**src/rtl/ex_mem_pipe_reg.sv**
```systemverilog
// EX->MEM pipeline stage register with valid/ready handshake.
// A main entry drives the MEM-side outputs and a one-entry skid buffer
// absorbs the extra beat, so in_ready comes straight from a flop.
module ex_mem_pipe_reg #(
    parameter int unsigned ADDR_W = 32,
    parameter int unsigned DATA_W = 32,
    parameter int unsigned REG_W  = 5,
    parameter int unsigned CTRL_W = 4
) (
    input  logic              clk,
    input  logic              rst_n,
    input  logic              flush,
    input  logic              in_valid,
    output logic              in_ready,
    input  logic [ADDR_W-1:0] in_add,
    input  logic              in_flag,
    input  logic [DATA_W-1:0] in_res,
    input  logic [DATA_W-1:0] in_dat2,
    input  logic [REG_W-1:0]  in_mux,
    input  logic [CTRL_W-1:0] in_ctrl,
    output logic              ou_valid,
    input  logic              ou_ready,
    output logic [ADDR_W-1:0] ou_add,
    output logic              ou_flag,
    output logic [DATA_W-1:0] ou_res,
    output logic [DATA_W-1:0] ou_dat2,
    output logic [REG_W-1:0]  ou_mux,
    output logic [CTRL_W-1:0] ou_ctrl,
    output logic [1:0]        ou_count
);

    localparam int unsigned PW = ADDR_W + 1 + 2 * DATA_W + REG_W + CTRL_W;

    typedef enum logic [1:0] {
        EMPTY = 2'd0,
        ONE   = 2'd1,
        FULL  = 2'd2
    } state_t;

    state_t          state;
    state_t          state_nx;
    logic [PW-1:0]   main_q;
    logic [PW-1:0]   skid_q;
    logic [PW-1:0]   in_pl;
    logic            push;
    logic            pop;
    logic            load_main_in;
    logic            load_main_skid;
    logic            load_skid;

    assign in_pl = {in_add, in_flag, in_res, in_dat2, in_mux, in_ctrl};

    // Handshake decode, next occupancy state and payload load enables.
    always_comb begin
        push           = in_valid & in_ready;
        pop            = ou_valid & ou_ready;
        state_nx       = state;
        load_main_in   = 1'b0;
        load_main_skid = 1'b0;
        load_skid      = 1'b0;
        unique case (state)
            EMPTY: begin
                if (push) begin
                    state_nx     = ONE;
                    load_main_in = 1'b1;
                end
            end
            ONE: begin
                if (push && pop) begin
                    load_main_in = 1'b1;
                end else if (push) begin
                    state_nx  = FULL;
                    load_skid = 1'b1;
                end else if (pop) begin
                    state_nx = EMPTY;
                end
            end
            FULL: begin
                if (pop) begin
                    state_nx       = ONE;
                    load_main_skid = 1'b1;
                end
            end
            default: state_nx = EMPTY;
        endcase
        // Flush discards held entries and any accepted beat; payload stays put.
        if (flush) begin
            state_nx       = EMPTY;
            load_main_in   = 1'b0;
            load_main_skid = 1'b0;
            load_skid      = 1'b0;
        end
    end

    // State, registered in_ready and payload storage.
    always_ff @(posedge clk) begin
        if (!rst_n) begin
            state    <= EMPTY;
            in_ready <= 1'b1;
            main_q   <= '0;
            skid_q   <= '0;
        end else begin
            state    <= state_nx;
            in_ready <= (state_nx != FULL);
            if (load_main_in) begin
                main_q <= in_pl;
            end else if (load_main_skid) begin
                main_q <= skid_q;
            end
            if (load_skid) begin
                skid_q <= in_pl;
            end
        end
    end

    assign ou_valid = (state != EMPTY);
    assign ou_count = state;

    // Control bits are masked while empty so a bubble performs no writes.
    always_comb begin
        {ou_add, ou_flag, ou_res, ou_dat2, ou_mux} = main_q[PW-1:CTRL_W];
        ou_ctrl = ou_valid ? main_q[CTRL_W-1:0] : '0;
    end

endmodule

```
**config.mk**
```make
export PLATFORM = sky130hd
export DESIGN_NAME = ex_mem_pipe_reg
export DESIGN_NICKNAME = d
export VERILOG_FILES = /design/src/rtl/ex_mem_pipe_reg.sv
export SDC_FILE = /design/constraint.sdc
export NUM_CORES = 1
export LEC_CHECK = 0
export BUFFER_PORTS_ARGS = -buffer_cell sky130_fd_sc_hd__buf_2
export CAP_MARGIN = 20
export CORE_AREA = 3 3 106 210
export CTS_CLUSTER_DIAMETER = 100
export CTS_CLUSTER_SIZE = 16
export DETAILED_ROUTE_END_ITERATION = 7
export DIE_AREA = 0 0 109 213
export PLACE_DENSITY = 0.79
export SLEW_MARGIN = 20
export SYNTH_ARGS = -nofsm -noshare
export SYNTH_HDL_FRONTEND = slang
export SYNTH_SLANG_ARGS = --single-unit
```
**constraint.sdc**
```tcl
create_clock -name clk -period 2.2 [get_ports clk]
set_input_delay 0.66 -clock clk [delete_from_list [all_inputs] [get_ports clk]]
set_output_delay 0.66 -clock clk [all_outputs]
set_load 0.05 [all_outputs]
```
**Yosys cells after proc, flatten, opt, wreduce, memory -nomap -nowiden**

Index checks and enable logic that the tools add are counted.

- Eq/ne operators: 3
- Mux-type cells: 20
- Bitwise gates (word level): 2
- Reductions and logical operators: 4

Operators by type and width:

| kind | count |
|---|---|
| $mux W106 | 2 |
| $mux W2 | 6 |
| $mux W1 | 9 |
| $pmux W2 S3 | 1 |
| $mux W4 | 1 |
| $reduce_bool A2 Y1 | 2 |
| $and A1 B1 Y1 | 2 |
| $eq A2 B1 Y1 const B | 1 |
| $eq A2 B2 Y1 const B | 1 |
| $logic_not A2 Y1 | 1 |
| $ne A2 B2 Y1 const B | 1 |
| $pmux W1 S2 | 1 |
| $logic_and A1 B1 Y1 | 1 |

- Flip-flop bits (word level): 215
- Output and inout port bits: 110

**Longest topological paths before layout**

Gate-level depths: netlist (run 1).

- Depth after elaboration: 8
- Depth in mapped cells: 8
- Depth with buffers taken out: 4

**Worst setup path before layout (run 1)**

No wires, ideal clock.

- Kind: reg2out
- Start point: register state[1], in the netlist ou_count[1]
- End point: output ou_ctrl[0]
- Arrival time: 1.725 ns
- Data required time: 1.540 ns
- Path slack: -0.185 ns
- Stages on the path, launching flop included: 4
- Path buffers: 1
- Path through: dfxtp_1 buf_2 nor2_1 nor2b_1

- Cells in the longest elaborated chain, start to end: 2

Ends and longest elaborated chain:

| element | RTL line | RTL |
|---|---|---|
| from (decl) | 40 | `state_t state;` |
| from (signal assigned) | 103 | `state <= state_nx;` |
| $reduce_bool A2 Y1 | 116 | `assign ou_valid = (state != EMPTY);` |
| $mux W4 | 122 | `ou_ctrl = ou_valid ? main_q[CTRL_W-1:0] : '0;` |
| to (decl) | 28 | `output logic [CTRL_W-1:0] ou_ctrl,` |

No other way between the ends.

**Final worst setup path (run 1)**

Same ends and word-level chain as after synthesis.

==> impl_results.md, run 1 <==
* Clock Path Buffers at 3
* Routability congestion estimate from global placement at 0.7916
* CTS H-Tree Depth at 1
* Placed Area at 9842 sq um
* Port Buffers at 220
* Fin crit share at 0.9507
* GRT met3 Usage at 0.03177
* Clock power frac at 0.339
* Clock Sinks at 215
* Max-Cap Viols at 0
* R2R Path End: main_q[85]
* RR Startpoint: ou_count[0]
* Critical path endpoint category: primary output
* Yosys top cell by area: dfxtp_1
* Seq cells post-synth at 215
* Top cells by area in the synthesized netlist: dfxtp_1 46%, nand2_1 17%, buf_4 8.2%, a31oi_1 7.1%, a21boi_0 5.3%
* DRC at 0
* Synth cell types at 26
* Setup Fix Bufs, Post-CTS at 0
* Post-Layout Inst Area at 10300 sq um
* CP required at 1.54 ns
* Cell Area, Synth at 9318 sq um
* Slowest library cell on the worst path: dfxtp_2
* Slew Limit Fails at 0
* CTS tree: yes
* Chip height at 213 um
* Synth Instances at 1175
* R2R depth at 5
* GR Util met2 at 0.3350
* Ordered list of cells on the worst path: nor2_2, nor2b_1, clkbuf_4
* Area delta synth->final at 10.55%
* Largest net degree at the start of global routing at 115
* Inst Count DP at 1489
* Gr usage total at 0.1886
* DR pass1 iterations at 5
* P_leak at 3.936 nW
* Met1 Usage GRT at 0.2208
* Non-filler cells, final at 1510
* Slowest stage delay, CP at 0.46 ns
* Power Dens Cells at 777.2 nW/um^2
* CP startpoint kind: flop
* RSZ-0062 raised after global routing: false
* Outcome: finished, final reports clean
* Most Used Layer, Global Route: met2
* Die W at 109 um
* Antenna violations before repair at 7
* Final WL at 22.90 mm
* Via count at 7958
* Vias in the first global route at 7303
* Clock tree root buffer cell: clkbuf_16
* Critical path class: reg2out
* Initial Util at 0.4453
* Final Util at 0.4923
* Hold WC Path Type: in2reg
* Max frequency at 478.1 MHz
* Seq/Total Area, Yosys at 0.4619
* Pint at 5.757 mW
* Final net count at 1350
* Average cell area after synthesis at 7.930 sq um
* Syn. warnings at 0
* Reg clk slew, reported paths at 0.07 ns
* Final Skew at 0.009259 ns
* Die ar. at 23220 sq um
* Largest fanout on the critical path at 10
* Fill cell count at 2004
* Share of cells above drive strength 1 at 0.2157
* Tmin final at 2.092 ns
* Top-Level Pins at 221
* Worst-margin pin slew at 0.4723 ns
* Worst hold start: in_add[1]
* Remaining Overflow, GRT at 0
* Hold Path End: skid_q[75]
* DRT iter0 DRCs at 588
* Flop2flop setup slack at 0.36 ns
* Placeable Area at 20930 sq um
* Syn nets at 1286
* Final setup fails at 0
* First-pass GRT wire length at 35.78 mm
* # hold bufs at CTS at 0
* Final hold vios at 0
* Worst Path Arrival at 1.43 ns
* Switching power at 2.249 mW
* Share of the synthesized area in the top cell type at 0.4619
* Worst-skew pair later-pin latency at 0.47 ns
* Sequential share of power at 0.517
* Slew Limit Headroom at 0.6852
* CTS Buf Count at 17
* Combinational share of power at 0.144
* Wire length per cell at 15.16 um
* Switching Share at 0.2809
* Worst VDD drop at 594.2 uV
* Via density at 5.270
* Final ANT Viol Nets at 0
* Rows at 75
* DP HPWL at 14.57 mm
* Hold Path Depth at 3
-- power by group through the flow --
| stage | Combinational, mW | Sequential, mW | Clock, mW |
|---|---|---|---|
| floorplan | 1.00 | 4.20 | 0 |
| global route | 1.24 | 4.15 | 2.97 |
| CTS | 1.16 | 4.13 | 2.82 |
| detailed placement | 1.16 | 4.22 | 0 |
| finish | 1.16 | 4.14 | 2.72 |
| global placement | 1.14 | 4.22 | 0 |
-- worst max path at each step --
stage                            from    endpoint  cells after the start
after global routing      ou_count[1]  ou_ctrl[2]                      3
after detailed placement     in_valid  skid_q[40]                      8
after floorplan           ou_count[1]  ou_ctrl[0]                      3
after global placement       ou_ready   main_q[7]                      6
after CTS                 ou_count[1]  ou_ctrl[0]                      3
final                     ou_count[1]  ou_ctrl[0]                      3
-- synthesized netlist by cell type, drive strengths merged --
library cell	n
mux2i	2
a31oi	106
a21boi	106
dfxtp	215
nand2	426
nor4b	1
inv	1
o21ai	106
or3	2
nand2b	1
or4	1
nor2	3
nor2b	5
or4b	1
o21a	1
nor3	2
clkbuf	53
buf	142
o22a	1
-- layout make-up --
cell class	instances	area (sq um)	area share
sequential	215	4307	0.4181
clock buffer	17	425.4	0.04130
timing repair buffer	240	1439	0.1397
tap	269	336.6	0.03267
multi-input combinational	764	3771	0.3661
antenna	3	7.507	0.0007288
clock inverter	1	11.26	0.001093
inverter	1	3.754	0.0003644
-- state kept, by name, indices dropped and copies added, names as in the netlist --
signal and cells:
ou_count 2, main_q 106, in_ready 1, skid_q 106
-- metrics by stage --
stage	hold WS [ns]	setup TNS (ns)	total power, mW	setup WS, ns
after global routing	0.4166	0	8.355	0.02972
after global placement	0.4399	0	5.358	0.1319
final	0.4184	0	8.006	0.1084
after detailed placement	0.4451	0	5.381	0.06069
after CTS	0.4043	0	8.112	0.03138
after floorplan	0.4353	-0.7408	5.206	-0.1852
-- critical path: cells and delay by family, from the launching register on --
kind                   cells  cell delay [ns]
flip-flops                 1             0.46
AND/OR/NAND/NOR            2             0.24
buffers and inverters      1             0.25
-- repair_timing --
item / CTS / global route
gates resized for setup: 2 / 5
setup endpoints to repair: 5 / 5
hold endpoints to repair: 0 / 0
-- cell usage in the layout, fill, tap and decap left out, types with 3 or more instances in the layout --
cell       count
nand2_1      426
buf_2        215
dfxtp_1      213
a31oi_1      106
o21ai_0       93
a21boi_0      66
a21boi_1      40
clkbuf_16     17
buf_12        14
o21ai_1       13
buf_4          7
nor2b_1        4
clkbuf_4       4
diode_2        3
-- cells by family (layout without fill, tap and decap cells) --
logic type,count (synthesis),count (layout),share of synthesized area
AOI/OAI and AO/OA,320,320,0.2153
DFF,215,215,0.4619
muxes,2,2,0.002149
buffers and inverters,196,259,0.1356
and+or+nand+nor,442,442,0.1850
other,0,3,0
-- per-layer routing --
layer	wire length [um]	vias to the layer above
met4	854	10
li1	-	3922
met5	66	-
met3	1378	61
met1	8772	3702
met2	11820	263
(Power assumes the default switching activity.)
==> inputs of run 2 (changes only) <==
CORE_AREA = 3 3 148 150   (was 3 3 106 210)
DIE_AREA = 0 0 151 153   (was 0 0 109 213)
clock period = 2.4 ns   (was 2.2 ns; I/O delays follow)
==> run 2 against run 1 <==
Compared with the run above:
- sequential share of layout area up 0.092 points
- non-clock buffer count up 1
- via count down 1.7%
- cell count up 0.40%
- critical path type unchanged
- largest power group unchanged
==> impl_results.md, run 2 (synthesized netlist as in run 1, its figures left out) <==
* Outcome: finished, final reports clean
* P_leak at 3.930 nW
* Critical path endpoint category: primary output
* Final Skew at 0.01555 ns
* Initial Util at 0.4475
* Max frequency at 451.3 MHz
* Via count at 7820
* Overall power at 7.339 mW
* Port Buffers at 220
* Clock Path Buffers at 3
* Slew Limit Fails at 0
* Max-Cap Viols at 0
* Antenna violations before repair at 5
* Clock tree root buffer cell: clkbuf_16
* Remaining Overflow, GRT at 0
* Reg clk slew, reported paths at 0.07 ns
* Worst Path Arrival at 1.50 ns
* First-pass GRT wire length at 36.02 mm
* Chip height at 153 um
* Non-filler cells, final at 1516
* Die ar. at 23100 sq um
* Vias in the first global route at 7201
* Largest fanout on the critical path at 10
* DR pass1 iterations at 5
* Worst VDD drop at 473.1 uV
* Worst-skew pair later-pin latency at 0.48 ns
* CTS Buf Count at 17
* Gr usage total at 0.1854
* DRC at 0
* Routability congestion estimate from global placement at 0.7725
* Most frequent cells in the layout: 426 x nand2_1, 219 x buf_2, 213 x dfxtp_1, 106 x a31oi_1, 93 x o21ai_0
* Rows at 53
* RSZ-0062 raised after global routing: false
* Via density at 5.158
* Final ANT Viol Nets at 0
* Die W at 151 um
* Fill cell count at 2004
* Final net count at 1351
* Final hold vios at 0
* # hold bufs at CTS at 0
* Clock Sinks at 215
* Slew Limit Headroom at 0.5510
* Area delta synth->final at 10.31%
* Critical path class: reg2out
* DRT iter0 DRCs at 430
* Top-Level Pins at 221
* Most common cell after layout, fill and taps aside: nand2_1
* DP HPWL at 13.81 mm
* Wire length per cell at 14.63 um
* Setup_tns at 0 ns
* CP startpoint kind: flop
* Share of cells above drive strength 1 at 0.2163
* Largest net degree at the start of global routing at 159
* Inst Count DP at 1496
* CP required at 1.68 ns
* CTS H-Tree Depth at 1
* CTS tree: yes
* Power Dens Cells at 714.0 nW/um^2
* Placeable Area at 20820 sq um
* Hold WC Path Type: reg2reg
* Worst-margin pin slew at 0.6735 ns
* Final setup fails at 0
* Tmin final at 2.216 ns
* Fin crit share at 0.9233
* Final WL at 22.18 mm
==> run 2: area by class of cell <==
class | count | area [sq um] | area share
multi-input combinational | 764 | 3771 | 0.3669
tap | 275 | 344.1 | 0.03348
antenna | 2 | 5.005 | 0.0004869
inverter | 1 | 3.754 | 0.0003652
timing repair buffer | 241 | 1411 | 0.1373
sequential | 215 | 4307 | 0.4190
clock inverter | 1 | 11.26 | 0.001096
clock buffer | 17 | 425.4 | 0.04139
==> run 2: critical path, stage by stage (launching register included) <==
cell,delay (ns)
dfxtp_2,0.45
nor2_2,0.12
nor2b_1,0.16
buf_2,0.29
==> run 2: what timing repair did <==
item / in CTS / in global routing
resized for setup: 2 / 1
setup buffers: 0 / 0
cloned: 0 / 0
endpoints found under the setup margin: 5 / 2
==> run 2: where the power goes <==
part / switching [mW] / total (mW) / internal [mW] / leakage, nW
registers: 0.0759 / 3.78 / 3.71 / 1.75
clock network: 1.24 / 2.51 / 1.27 / 0.216
logic: 0.755 / 1.05 / 0.294 / 1.96
total: 2.07 / 7.34 / 5.27 / 3.93
==> run 2: layer usage <==
layer,wire [um],GRT usage
met5,38,0
met4,267,0.03929
met2,10450,0.3088
met1,9730,0.2443
met3,1690,0.04506
==> run 2: worst paths after layout <==
path,start,to,slack [ns],depth (start not counted)
hold / removal,skid_q[83],skid_q[83],0.45,2
hold reg to reg,skid_q[83],skid_q[83],0.45,2
setup / recovery,ou_count[1],ou_ctrl[3],0.18,3
setup reg to reg,ou_count[0],main_q[90],0.43,5
==> run 2: through the flow <==
step                  util  setup slack [ns]  hold slack [ns]  cell area (sq um)
finish              0.4936            0.1841           0.4537              10280
global route        0.4936            0.1129           0.4683              10280
CTS                 0.4933           0.04073           0.4557              10270
detailed placement  0.4722            0.1256           0.4453               9832
global placement    0.4722            0.1928           0.4405               9832
floorplan                -          -0.04521           0.4353               9318
